**src/rtl/hazard_pkg.sv**
```systemverilog
// Shared types and helpers for the decode-side hazard/stall controller.
//   div_state_t : divider scoreboard state (IDLE / BUSY / DONE)
//   REG_ZERO    : x0 register index, never a hazard source
//   reg_match() : dst==src compare that ignores x0 destinations
package hazard_pkg;

  typedef enum logic [1:0] {
    IDLE = 2'd0,
    BUSY = 2'd1,
    DONE = 2'd2
  } div_state_t;

  localparam logic [4:0] REG_ZERO = 5'd0;

  // True when src reads a register that dst is about to write; x0 never matches.
  function automatic logic reg_match(input logic [4:0] dst, input logic [4:0] src);
    return (dst != REG_ZERO) && (dst == src);
  endfunction

endpackage

```
**src/rtl/div_scoreboard.sv**
```systemverilog
// Divider scoreboard: tracks one in-flight multi-cycle divide.
//   clk, rst     : clock, async active-high reset
//   i_start      : divide issue request from Execute
//   i_rd         : destination register of the issuing divide
//   o_state      : IDLE / BUSY / DONE
//   o_div_rd     : destination of the pending/completing divide
//   o_wb_valid   : result presented to Writeback (DONE cycle)
module div_scoreboard
  import hazard_pkg::*;
#(
  parameter int DIV_LATENCY = 8,
  parameter int CNT_W       = 5
) (
  input  logic       clk,
  input  logic       rst,
  input  logic       i_start,
  input  logic [4:0] i_rd,
  output div_state_t o_state,
  output logic [4:0] o_div_rd,
  output logic       o_wb_valid
);

  localparam logic [CNT_W-1:0] CNT_LOAD = CNT_W'(DIV_LATENCY - 1);

  div_state_t       r_state;
  div_state_t       w_next;
  logic [CNT_W-1:0] r_cnt;
  logic [4:0]       r_div_rd;
  logic             w_issue;

  // Issue is accepted from IDLE or DONE only; a start while BUSY is dropped.
  assign w_issue = i_start & (r_state != BUSY);

  // State register
  always_ff @(posedge clk or posedge rst) begin
    if (rst) r_state <= IDLE;
    else     r_state <= w_next;
  end

  // Next-state logic
  always_comb begin
    w_next = r_state;
    case (r_state)
      IDLE:    if (i_start) w_next = BUSY;
      BUSY:    if (r_cnt == '0) w_next = DONE;
      DONE:    w_next = i_start ? BUSY : IDLE;
      default: w_next = IDLE;
    endcase
  end

  // Latency counter and pending destination
  always_ff @(posedge clk or posedge rst) begin
    if (rst) begin
      r_cnt    <= '0;
      r_div_rd <= REG_ZERO;
    end else if (w_issue) begin
      r_cnt    <= CNT_LOAD;
      r_div_rd <= i_rd;
    end else if ((r_state == BUSY) && (r_cnt != '0)) begin
      r_cnt    <= r_cnt - CNT_W'(1);
    end
  end

  // Outputs
  always_comb begin
    o_state    = r_state;
    o_div_rd   = r_div_rd;
    o_wb_valid = (r_state == DONE);
  end

endmodule

```
**src/rtl/hazard_stall_ctrl.sv**
```systemverilog
// Stall/flush generator for the 5-stage pipeline (decode side of forwarding).
//   clk, rst                   : clock, async active-high reset
//   Rs1_D, Rs2_D, DivD         : Decode sources and divide flag
//   Rd_E, RegWriteE, ResultSrcE0, DivStartE, PCSrcE : Execute-stage info
//   StallF, StallD, FlushD, FlushE : pipeline control
//   DivBusy, DivWbValid, DivWbRd   : divider scoreboard status
module hazard_stall_ctrl
  import hazard_pkg::*;
#(
  parameter int DIV_LATENCY = 8,
  parameter int CNT_W       = 5
) (
  input  logic       clk,
  input  logic       rst,
  input  logic [4:0] Rs1_D,
  input  logic [4:0] Rs2_D,
  input  logic       DivD,
  input  logic [4:0] Rd_E,
  input  logic       RegWriteE,
  input  logic       ResultSrcE0,
  input  logic       DivStartE,
  input  logic       PCSrcE,
  output logic       StallF,
  output logic       StallD,
  output logic       FlushD,
  output logic       FlushE,
  output logic       DivBusy,
  output logic       DivWbValid,
  output logic [4:0] DivWbRd
);

  div_state_t w_state;
  logic [4:0] w_div_rd;
  logic       w_wb_valid;
  logic       w_busy;
  logic       w_lw_stall;
  logic       w_div_raw;
  logic       w_div_struct;
  logic       w_stall;
  logic       w_run;

  div_scoreboard #(
    .DIV_LATENCY (DIV_LATENCY),
    .CNT_W       (CNT_W)
  ) u_div_sb (
    .clk        (clk),
    .rst        (rst),
    .i_start    (DivStartE),
    .i_rd       (Rd_E),
    .o_state    (w_state),
    .o_div_rd   (w_div_rd),
    .o_wb_valid (w_wb_valid)
  );

  assign w_busy = (w_state == BUSY);

  // Load-use: the loaded value only exists after Memory, so forwarding can't cover it.
  assign w_lw_stall   = ResultSrcE0 & RegWriteE &
                        (reg_match(Rd_E, Rs1_D) | reg_match(Rd_E, Rs2_D));
  // Pending divide result; once in DONE the value reaches W and forwarding covers it.
  assign w_div_raw    = w_busy & (reg_match(w_div_rd, Rs1_D) | reg_match(w_div_rd, Rs2_D));
  // Single divider: a second divide waits until the unit leaves BUSY.
  assign w_div_struct = w_busy & DivD;
  assign w_stall      = w_lw_stall | w_div_raw | w_div_struct;

  // Reset gates the inputs-only paths so nothing leaks out while rst is high.
  assign w_run = ~rst;

  always_comb begin
    // A taken branch discards Decode, so it wins over any stall.
    StallF     = w_run & w_stall & ~PCSrcE;
    StallD     = w_run & w_stall & ~PCSrcE;
    FlushD     = w_run & PCSrcE;
    FlushE     = w_run & (w_stall | PCSrcE);
    DivBusy    = w_run & w_busy;
    DivWbValid = w_run & w_wb_valid;
    DivWbRd    = w_run ? w_div_rd : REG_ZERO;
  end

endmodule

```
**config.mk**
```make
export PLATFORM = sky130hd
export DESIGN_NAME = hazard_stall_ctrl
export DESIGN_NICKNAME = d
export VERILOG_FILES = /design/src/rtl/hazard_pkg.sv /design/src/rtl/div_scoreboard.sv /design/src/rtl/hazard_stall_ctrl.sv
export SDC_FILE = /design/constraint.sdc
export NUM_CORES = 1
export LEC_CHECK = 0
export ABC_AREA = 1
export BUFFER_PORTS_ARGS = -buffer_cell sky130_fd_sc_hd__buf_2
export CAP_MARGIN = 20
export CORE_MARGIN = 1.5
export CORE_UTILIZATION = 44
export DETAILED_ROUTE_END_ITERATION = 10
export GPL_TIMING_DRIVEN = 1
export PLACE_DENSITY = 0.85
export SETUP_SLACK_MARGIN = 0.4
export SLEW_MARGIN = 30
export SYNTH_ARGS = -nofsm -noshare
export SYNTH_HDL_FRONTEND = slang
export SYNTH_SLANG_ARGS = --single-unit
```
**constraint.sdc**
```tcl
create_clock -name clk -period 1.3 [get_ports clk]
set_clock_uncertainty 0.2 [all_clocks]
set_input_delay 0.065 -clock clk [delete_from_list [all_inputs] [get_ports clk]]
set_output_delay 0.065 -clock clk [all_outputs]
set_load 0.05 [all_outputs]
```
==> impl_metrics.py <==
metrics = {
    "cts": {
        "path_clk_slew_ns": 0.09,
        "cts.sinks": 12,
        "cts_tree": "yes",
        "h-tree-depth": 1,
        "cts_hold_buf": 1,
        "clock_latency_ns": 0.28,
        "tritoncts.num_buffers": 3,
        "cts-root-buf": "clkbuf_4",
        "cts_buffer_depth": 2,
    },
    "finish": {
        "final_area_sq_um": 1882,
        "post-route-util_pct": 94.95,
        "drive_above_1_share_pct": 60.47,
        "area_delta_synth_final_pct": 100.5,
        "layout_commonest_cell": "nand2_1",
        "fin_cells": 242,
        "layout.nets": 241,
        "mostFrequentLayoutCells": "nand2_1 (27), buf_6 (25), buf_2 (20), buf_4 (20), inv_1 (12)",
        "diodes": 0,
    },
    "logic_synthesis": {
        "synth_top_area_cell": "dfrtp_1",
        "syn_area_sq_um": 938.4,
        "synth_fp_nets": 167,
        "synth_area_leaders": "dfrtp_1 (32%), nand2_1 (14%), inv_1 (7.6%)",
        "synthesis.instances": 143,
        "ys_seq_area_share_pct": 32.00,
        "post_synth_num_cell_types": 23,
        "yosys_warnings": 0,
        "syn_area_per_cell_sq_um": 6.562,
        "synth-seq-cells": 12,
        "synth.top_cell.area_share_pct": 32.00,
    },
    "floorplan": {
        "rows": 16,
        "dieArea_sq_um": 2419,
        "die_x_um": 49.18,
        "dieHeight_um": 49.18,
        "start_util_pct": 47.35,
        "ios": 33,
        "core-area_sq_um": 1982,
    },
    "route": {
        "via_per_inst": 5.802,
        "highest_layer": "met4",
        "wl_met2_um": 2482,
        "drt-total-wl_um": 5084,
        "drtIter0Drc": 75,
        "wl_per_cell_um": 21.01,
        "wl_met3_um": 468,
        "route.detailed.drc": 0,
        "met1Wirelength_um": 1802,
        "vias": 1404,
        "drt_pre_antenna_iters": 4,
        "antenna_left": 0,
    },
    "grt": {
        "grt_usage_pct": 32.12,
        "grt_overflow": 0,
        "grt_pass1_wl_um": 5871,
        "antenna_found_initial": 0,
        "grt_max_degree": 13,
        "grt_pass1_vias": 1317,
    },
    "worst_hold_path": {
        "hp-class": "input port to register",
    },
    "place": {
        "dp_hpwl_um": 2213,
        "dp_slack_ns": -0.3594,
        "gp_congestion": 0.8447,
        "numPortBuffers": 32,
        "placed_cells": 221,
        "postPlaceCellArea_sq_um": 1408,
    },
    "run": {
        "drv_cap": 0,
    },
    "sta": {
        "setup_viol": 22,
        "whs_ns": -0.06770,
        "finalWorstSetupSlack_ns": -0.7805,
        "max_freq_ghz": 0.4806,
        "grt_setup_unrepaired": "true",
        "finalHoldViolCount": 5,
        "worst_slew_pin_slew_ns": 0.2366,
        "slew_viol_final": 0,
        "tns_ns": -5.712,
        "fin_crit_sh_pct": 160.0,
        "period_needed_ns": 2.081,
        "slew-limit-headroom_pct": 84.13,
    },
    "setup_path": {
        "end_kind": "primary output",
        "cp_data_arrival_time_ns": 1.82,
        "worstPathRequired_ns": 1.03,
        "cp-start-kind": "register",
        "timing_worst_setup_path_type": "register to primary output",
        "crit_fanout": 3,
    },
    "power_and_ir_drop": {
        "peakVddDrop_uv": 2021,
        "total_power_mw": 4.005,
        "power.density_nw_per_um2": 2128,
        "power_leakage_nw": 0.9473,
    },
    "status": {
        "status": "complete, but fails checks",
        "violations": "hold timing, setup timing",
    },
}
-- area by class of cell --
cell class	instances	area, sq um
Fill cell	49	100.1
Inverter	26	106.4
Multi-Input combinational cell	102	770.7
Clock buffer	3	22.52
Tap cell	27	33.78
Sequential cell	12	301.5
Timing Repair Buffer	72	646.9
-- per-layer routing --
metal	vias to the layer above	global-route usage (%)
li1	593	-
met1	650	32.55
met2	123	61.26
met3	38	5.215
met4	0	17.62
met5	-	0
-- power breakdown --
| part | switching, mW | internal, mW | total (mW) |
|---|---|---|---|
| clock | 0.147 | 0.108 | 0.254 |
| combinational | 1.66 | 1.33 | 2.98 |
| sequential | 0.223 | 0.545 | 0.769 |
| total | 2.03 | 1.98 | 4.00 |
-- synth_stat cells --
library cell / number
nor2_2: 1
o21ai_1: 4
xor2_1: 7
nand3_2: 1
nor2_1: 16
buf_2: 2
nand3_1: 8
nor3_1: 1
buf_4: 1
nand4_1: 4
nand2_1: 36
or2_0: 1
clkinv_1: 1
a21oi_2: 1
inv_2: 6
ha_1: 2
nand2_2: 2
a21oi_1: 6
xnor2_1: 4
o31ai_1: 1
dfrtp_1: 12
o21ai_0: 7
inv_1: 19
-- worst paths after layout --
check / slack (ns) / to / cells after the start / from
setup / recovery: -0.78 / StallF / 9 / u_div_sb.o_div_rd[1]$_DFFE_PP0P_
hold / removal: -0.07 / u_div_sb.o_state[0]$_DFFE_PP0P_ / 3 / DivStartE
setup reg to reg: -0.22 / u_div_sb.r_cnt[3]$_DFFE_PP0P_ / 7 / u_div_sb.o_state[0]$_DFFE_PP0P_
hold reg to reg: 0.39 / u_div_sb.r_cnt[0]$_DFFE_PP0P_ / 2 / u_div_sb.r_cnt[0]$_DFFE_PP0P_
max in group asynchronous: 0.53 / u_div_sb.o_div_rd[4]$_DFFE_PP0P_ / 4 / rst
min in group asynchronous: 0.19 / u_div_sb.r_cnt[1]$_DFFE_PP0P_ / 4 / rst
-- critical path: stages, from the launching register on --
cell     delay [ns]
dfrtp_1        0.42
inv_2          0.08
nand2_1        0.08
nand2_1        0.06
nor2_1         0.16
nand4_1        0.15
nand3_2        0.13
nand2_4        0.07
a21oi_4        0.18
buf_6          0.18
-- state kept, by name, summed over array words and instances (netlist names) --
name,count
u_div_sb.o_state,2
u_div_sb.r_cnt,5
u_div_sb.o_div_rd,5
-- kinds of logic after synthesis --
family / count (synthesis) / synth area share, %
compound gates: 19 / 10.80
buf+inv: 29 / 12.27
simple gates: 70 / 32.00
flops: 12 / 32.00
fa+ha+maj: 2 / 2.666
xor+xnor: 11 / 10.27
-- what timing repair did --
action / in CTS / in global routing
gates cloned: 1 / 0
pin swaps: 16 / 16
gates resized for setup: 58 / 35
endpoints found under the setup margin: 23 / 23
endpoints found under the hold margin: 18 / 5
setup buffers: 6 / 10
(Power assumes the default switching activity.)
